File: config.mk
export PLATFORM = sky130hd
export DESIGN_NAME = seq_mult_ctrl
export DESIGN_NICKNAME = d
export VERILOG_FILES = /design/src/rtl/alu_pkg.sv /design/src/rtl/seq_mult_ctrl_adder.sv /design/src/rtl/seq_mult_ctrl.sv
export SDC_FILE = /design/constraint.sdc
export NUM_CORES = 1
export LEC_CHECK = 0
export ABC_AREA = 1
export ABC_CLOCK_PERIOD_IN_PS = 1650
export BUFFER_PORTS_ARGS = -buffer_cell sky130_fd_sc_hd__buf_2
export CAP_MARGIN = 20
export CORE_UTILIZATION = 45
export DETAILED_ROUTE_END_ITERATION = 16
export GPL_TIMING_DRIVEN = 0
export PLACE_DENSITY = 0.81
export SLEW_MARGIN = 20
export SYNTH_ARGS = -nofsm -noshare
export SYNTH_HDL_FRONTEND = slang
export SYNTH_SLANG_ARGS = --single-unit
export TNS_END_PERCENT = 100
File: constraint.sdc
create_clock -name clk -period 1.65 [get_ports clk]
set_input_delay 0.4125 -clock clk [delete_from_list [all_inputs] [get_ports clk]]
set_output_delay 0.4125 -clock clk [all_outputs]
set_load 0.03 [all_outputs]
File: src/rtl/alu_pkg.sv
// alu_pkg: shared definitions for the ALU datapath blocks.
//   Sequencer state encoding. Code 2'd3 is never entered; the multiplier
//   sequencer treats it exactly like IDLE so a corrupted state self-recovers.
package alu_pkg;
  localparam logic [1:0] ST_IDLE = 2'd0;
  localparam logic [1:0] ST_RUN  = 2'd1;
  localparam logic [1:0] ST_DONE = 2'd2;
  localparam logic [1:0] ST_BAD  = 2'd3;
endpackage

File: src/rtl/seq_mult_ctrl_adder.sv
// nbit_adder: WIDTH-bit ripple-carry adder built from a chain of full-adder
// cells; carry c[i] feeds cell i+1.
//   a, b  in  WIDTH  addends
//   cin   in  1      carry into bit 0
//   s     out WIDTH  sum
//   cout  out 1      carry out of the top cell
module nbit_adder #(
  parameter int WIDTH = 3
) (
  input  logic [WIDTH-1:0] a,
  input  logic [WIDTH-1:0] b,
  input  logic             cin,
  output logic [WIDTH-1:0] s,
  output logic             cout
);
  logic [WIDTH:0] c;

  assign c[0] = cin;

  for (genvar i = 0; i < WIDTH; i++) begin : g_fa
    assign s[i]   = a[i] ^ b[i] ^ c[i];
    assign c[i+1] = (a[i] & b[i]) | (c[i] & (a[i] ^ b[i]));
  end

  assign cout = c[WIDTH];
endmodule

File: src/rtl/seq_mult_ctrl.sv
// seq_mult_ctrl: shift-add unsigned multiplier sequencer.
//   One add/shift step per RUN cycle through nbit_adder; after WIDTH steps the
//   2*WIDTH-bit product is registered and offered with a valid/ready handshake.
//   clk         in   1        rising-edge clock
//   rst         in   1        synchronous active-high reset
//   start       in   1        multiply request, honoured only in IDLE
//   a, b        in   WIDTH    multiplicand / multiplier, captured on start
//   busy        out  1        high in RUN and DONE
//   prod_valid  out  1        product valid (DONE)
//   prod_ready  in   1        consumer takes product when high in DONE
//   product     out  2*WIDTH  registered a*b; holds last value after handoff
module seq_mult_ctrl
  import alu_pkg::*;
#(
  parameter int WIDTH = 3
) (
  input  logic               clk,
  input  logic               rst,
  input  logic               start,
  input  logic [WIDTH-1:0]   a,
  input  logic [WIDTH-1:0]   b,
  output logic               busy,
  output logic               prod_valid,
  input  logic               prod_ready,
  output logic [2*WIDTH-1:0] product
);
  localparam int CW = $clog2(WIDTH + 1);
  localparam logic [CW-1:0] LAST = CW'(WIDTH - 1);

  logic [1:0]       state, state_nxt;
  logic [WIDTH-1:0] mcand, acc_hi, acc_lo;
  logic [CW-1:0]    cnt;

  logic [WIDTH-1:0]   add_b, sum;
  logic               cout;
  logic [2*WIDTH-1:0] acc_nxt;
  logic               is_idle;

  // Unreachable code 3 behaves as IDLE.
  assign is_idle = (state == ST_IDLE) || (state == ST_BAD);

  // Partial product + (multiplier bit ? multiplicand : 0); carry is kept as
  // the new top bit before the right shift.
  assign add_b   = acc_lo[0] ? mcand : '0;
  assign acc_nxt = {cout, sum, acc_lo[WIDTH-1:1]};

  nbit_adder #(.WIDTH(WIDTH)) u_add (
    .a    (acc_hi),
    .b    (add_b),
    .cin  (1'b0),
    .s    (sum),
    .cout (cout)
  );

  // State register
  always_ff @(posedge clk) begin
    if (rst) state <= ST_IDLE;
    else     state <= state_nxt;
  end

  // Next state
  always_comb begin
    state_nxt = state;
    case (state)
      ST_RUN:  if (cnt == LAST) state_nxt = ST_DONE;
      ST_DONE: if (prod_ready)  state_nxt = ST_IDLE;
      default: state_nxt = start ? ST_RUN : ST_IDLE;
    endcase
  end

  // Outputs decode from state only, so start/prod_ready never reach them
  // combinationally.
  always_comb begin
    busy       = 1'b0;
    prod_valid = 1'b0;
    case (state)
      ST_RUN:  busy = 1'b1;
      ST_DONE: begin
        busy       = 1'b1;
        prod_valid = 1'b1;
      end
      default: ;
    endcase
  end

  // Datapath. product loads only on the final step, so a partial value is
  // never visible and the last result persists through IDLE.
  always_ff @(posedge clk) begin
    if (rst) begin
      mcand   <= '0;
      acc_hi  <= '0;
      acc_lo  <= '0;
      cnt     <= '0;
      product <= '0;
    end else if (is_idle && start) begin
      mcand  <= a;
      acc_hi <= '0;
      acc_lo <= b;
      cnt    <= '0;
    end else if (state == ST_RUN) begin
      {acc_hi, acc_lo} <= acc_nxt;
      cnt              <= cnt + CW'(1);
      if (cnt == LAST) product <= acc_nxt;
    end
  end
endmodule

# [After elaboration in Yosys (flattened, before gate mapping)]
# Index checks and enable logic that the tools add are counted.
# Widths: inputs -> output; s select.
[word_totals] out_inout_bits=8 elab_cells=43 reg_bits=19
[op_classes] bitwise_logic=13 muxes=9 add_sub_neg=1 n_reduce_logical=8 eq_ne=6
[ops] cell="$mux 3" count=3
[ops] cell="$eq 2x2->1 const B" count=3
[ops] cell="$and 1x1->1" count=5
[ops] cell="$xor 1x1->1" count=5
[ops] cell="$mux 2" count=2
[ops] cell="$pmux 2 s2" count=1
[ops] cell="$reduce_or 2->1" count=2
[ops] cell="$mux 1" count=3
[ops] cell="$reduce_and 3->1" count=1
[ops] cell="$add 2x1->2 const B" count=1
[ops] cell="$eq 2x1->1 const B" count=1
[ops] cell="$logic_not 2->1" count=1
[ops] cell="$ne 2x1->1 const B" count=1
[ops] cell="$ne 2x2->1 const B" count=1
[ops] cell="$or 1x1->1" count=2
[ops] cell="$reduce_and 2->1" count=1
[ops] cell="$reduce_bool 2->1" count=1
[ops] cell="$logic_and 1x1->1" count=1
[ops] cell="$logic_or 1x1->1" count=1
[ops] cell="$not 1->1" count=1

# [Logic depth before layout (Yosys ltp)]
[depth] depth_word=6 ltp_mapped=9

# [Hierarchy]
# Synthesis repeated with hierarchy kept, for this count alone.
[unflattened] hier_cells=132 area_unflattened_um2=938.4
[by_module_without_submodules] mod="seq_mult_ctrl" cells_each=119 instances=1 area_each_um2=840.8
[by_module_without_submodules] mod="nbit_adder" cells_each=13 instances=1 area_each_um2=97.6

# [Worst setup path before layout]
# Ideal clock, no wire load.
[synth_path] path_type="reg-to-reg" from="register acc_lo[0]" to="register acc_hi[1]" stages_incl_launch_ff=10 arrival_time_ps=1593 slack_ps=-13 synth_period_minus_slack_ps=1663 path_cell_list="dfxtp_1 nand2_1 inv_1 ha_1 fa_1 inv_1 fa_1 inv_1 nand2_1 a21oi_1"
[synth_between] elab_chain_len=5 word_cells_on_any_way=8
[synth_lines] element="from (decl)" line="seq_mult_ctrl.sv:31" text="logic [WIDTH-1:0] mcand, acc_hi, acc_lo;"
[synth_lines] element="from (signal assigned)" line="seq_mult_ctrl.sv:101" text="{acc_hi, acc_lo} <= acc_nxt;"
[synth_lines] element="$mux 3 (*)" line="seq_mult_ctrl.sv:44" text="assign add_b = acc_lo[0] ? mcand : '0;"
[synth_lines] element="$and 1x1->1 / $xor 1x1->1 (equally long branches)" line="seq_mult_ctrl_adder.sv:22" text="assign c[i+1] = (a[i] & b[i]) | (c[i] & (a[i] ^ b[i]));"
[synth_lines] element="$and 1x1->1" line="seq_mult_ctrl_adder.sv:22"
[synth_lines] element="$or 1x1->1" line="seq_mult_ctrl_adder.sv:22"
[synth_lines] element="$xor 1x1->1 (*)" line="seq_mult_ctrl_adder.sv:21" text="assign s[i] = a[i] ^ b[i] ^ c[i];"
[synth_lines] element="to (signal assigned)" line="seq_mult_ctrl.sv:101"
[synth_lines] element="to (decl)" line="seq_mult_ctrl.sv:31"
# Mark *: on every way between the ends. The rest lies on a longest branch, timed or not.
# A chain may end at the register's enable or synchronous reset.

# [Worst setup path after layout]
# Ends and elaborated chain as after synthesis.

==> run metrics <==
CTS tree=yes; CP Cell Sequence=nand2_1 -> inv_1 -> ha_2 -> fa_2 -> inv_2 -> fa_1 -> inv_1 -> nand2_1 -> a21oi_1; DR pass1 iterations=4; Slew Viols, Final=0; starting density of the core=47.8%; number of synthesized register bits=19; CTS H-tree lvls=1; endpoint type of the worst setup path=flop; Pleak=0.547 nW; slowest CP cell=fa_1; WL final=1.80 mm; Syn Nets=142; Crit path buffers/inverters=3; Routed wire per std cell=10.2 microns; worst-skew pair later-pin latency=0.30 ns; Final Instance Area=1120 sq um; vias per cell=4.74; Final Critical Period=1.71 ns; share of cells above drive strength 1=28.9%; Core ar.=1940 sq um; placed inst area=1050 sq um; pwr dens=1360 nW/um^2; Ant. Diodes=0; Seq/Total Area, Yosys=41.0%; Iteration-0 DRC Markers=14; Num CTS Buffers=3; number of global-route vias before repair=649; fillers=187; crit-path max FO=2; Worst EP arrival=1.94 ns; clk buf depth=2; max incr delay on CP=0.40 ns; total power=0.00153 W; initial antenna violation count=0; Die Ht=47.4 microns; setup slack after layout=-0.0562 ns; post-DP HPWL=1.34 mm; status=finished, violations left; max_cap viols=0; syn_area_per_cell=7.43 sq um; synthesis warning total=0; flip-flop and latch area=383 sq um; clock slew at reported path FFs=0.11 ns; Remaining DRCs=0; setup TNS=-0.0964 ns; Post-synth EDFFs=0; Fin. Hold Viols=0; pin count of the biggest net entering global routing=12; async set or reset register ratio after synthesis=0%; # setup viols final=2; Final Non-Filler Cells=176; clock skew=0.00486 ns; grt total ovfl=0; slew margin rel.=86.6%; R2R setup slack=-0.06 ns; family with the most delay on the worst path=adder cells; worst min path class=primary input to flop; row cnt=16; Synth Instances=125; Die Area=2250 sq um; Setup CP Type=flop to flop; IO Port Bufs=17; fin crit share=103%; Mapped Area=928 sq um; io pins=18; Critical Path Start Type=flop; routed vias=834; Primary FF master, synth=dfxtp_1; RSZ-0062 raised after global routing=true; NumNets Final=167; Yosys cell types=17; fin util=57.7%; Critical Path RT=1.88 ns; first-pass GRT wire length=2.62 mm; Root Buffer=clkbuf_4; cts-stage hold buffer count=0; CTS sink cnt=19; DIE WIDTH=47.4 microns; Multi-input gate area=460 sq um; DP Cell Count=169; Final ANT Viol Nets=0; most frequent cells in the layout=24 x nand2_1, 20 x nor2_1, 17 x dfxtp_1; Total GRT Usage=17.2%; most common cell after layout, fill and taps aside=nand2_1; Max VDD drop=0.800 mV; failing checks=setup timing; Layout area overhead=20.6%; RePlAce Congestion=0.770; f_max=586 MHz; actual slew at the worst max-slew pin=0.199 ns
-- kinds of logic (layout without fill, tap and decap cells) --
family	after synthesis	after routing	share of synthesized area (%)
and+or+nand+nor	57	57	26.0
buffers and inverters	23	47	11.3
AOI/OAI and AO/OA	19	19	10.6
DFF	19	19	41.0
adders and majority gates	7	7	11.1
-- what timing repair did --
item | CTS | global route
resized for setup | 7 | 1
buffers inserted | 1 | 2
setup endpoints to repair | 3 | 3
pin swaps | 0 | 1
-- final timing paths --
path,start,end,depth (start not counted)
worst max-delay path,acc_lo[0],acc_hi[1],9
worst min-delay path,rst,acc_lo[2],2
worst max register to register,acc_lo[0],acc_hi[1],9
worst min register to register,acc_hi[2],acc_hi[2],2
-- routing by layer --
| metal | track usage [%] | share of wire, % | routed length [microns] |
|---|---|---|---|
| met1 | 21.6 | 43 | 779 |
| met2 | 27.9 | 51 | 927 |
| met3 | 3.77 | 4.2 | 75 |
| met4 | 8.57 | 1.1 | 20 |
| met5 | 0 | 0 | 0 |
-- layout make-up --
cell class | instances | share of cell area [%]
buffer | 3 | 2.46
clock buffer | 3 | 2.01
clock inverter | 1 | 0.447
inverter | 20 | 6.93
multi-input combinational | 83 | 41.1
sequential | 19 | 34.2
tap | 27 | 3.02
timing repair buffer | 20 | 9.83
-- per-stage QoR --
stage	worst slack, ns	hold WS [ns]
2_1_floorplan	0.0198	0.439
3_3_place_gp	-0.0488	0.448
3_5_place_dp	-0.103	0.453
4_1_cts	-0.0618	0.304
5_1_grt	-0.120	0.295
6_report	-0.0562	0.305
-- synthesized netlist by cell type, types with 2 or more instances --
library cell  number  area [sq um]
nor2_1            20          75.1
o21ai_0            9          45.0
nand2_2            4          25.0
dfxtp_1           19           380
buf_6              2          22.5
ha_1               5          62.6
a21oi_1            9          45.0
nand2_1           24          90.1
inv_1             18          67.6
nand3_1            7          35.0
fa_1               2          40.0
-- registers in the layout, indices dropped and copies added, names as in the netlist --
name and count:
cnt 2, acc_lo 3, product 6, state 2
acc_hi 3, mcand 3
-- power by group --
part / switching (W) / total [W] / internal, W
Sequential: 0.0000553 / 0.000592 / 0.000536
Combinational: 0.000405 / 0.000699 / 0.000294
Clock: 0.000147 / 0.000237 / 0.0000902
(Power assumes the default switching activity.)
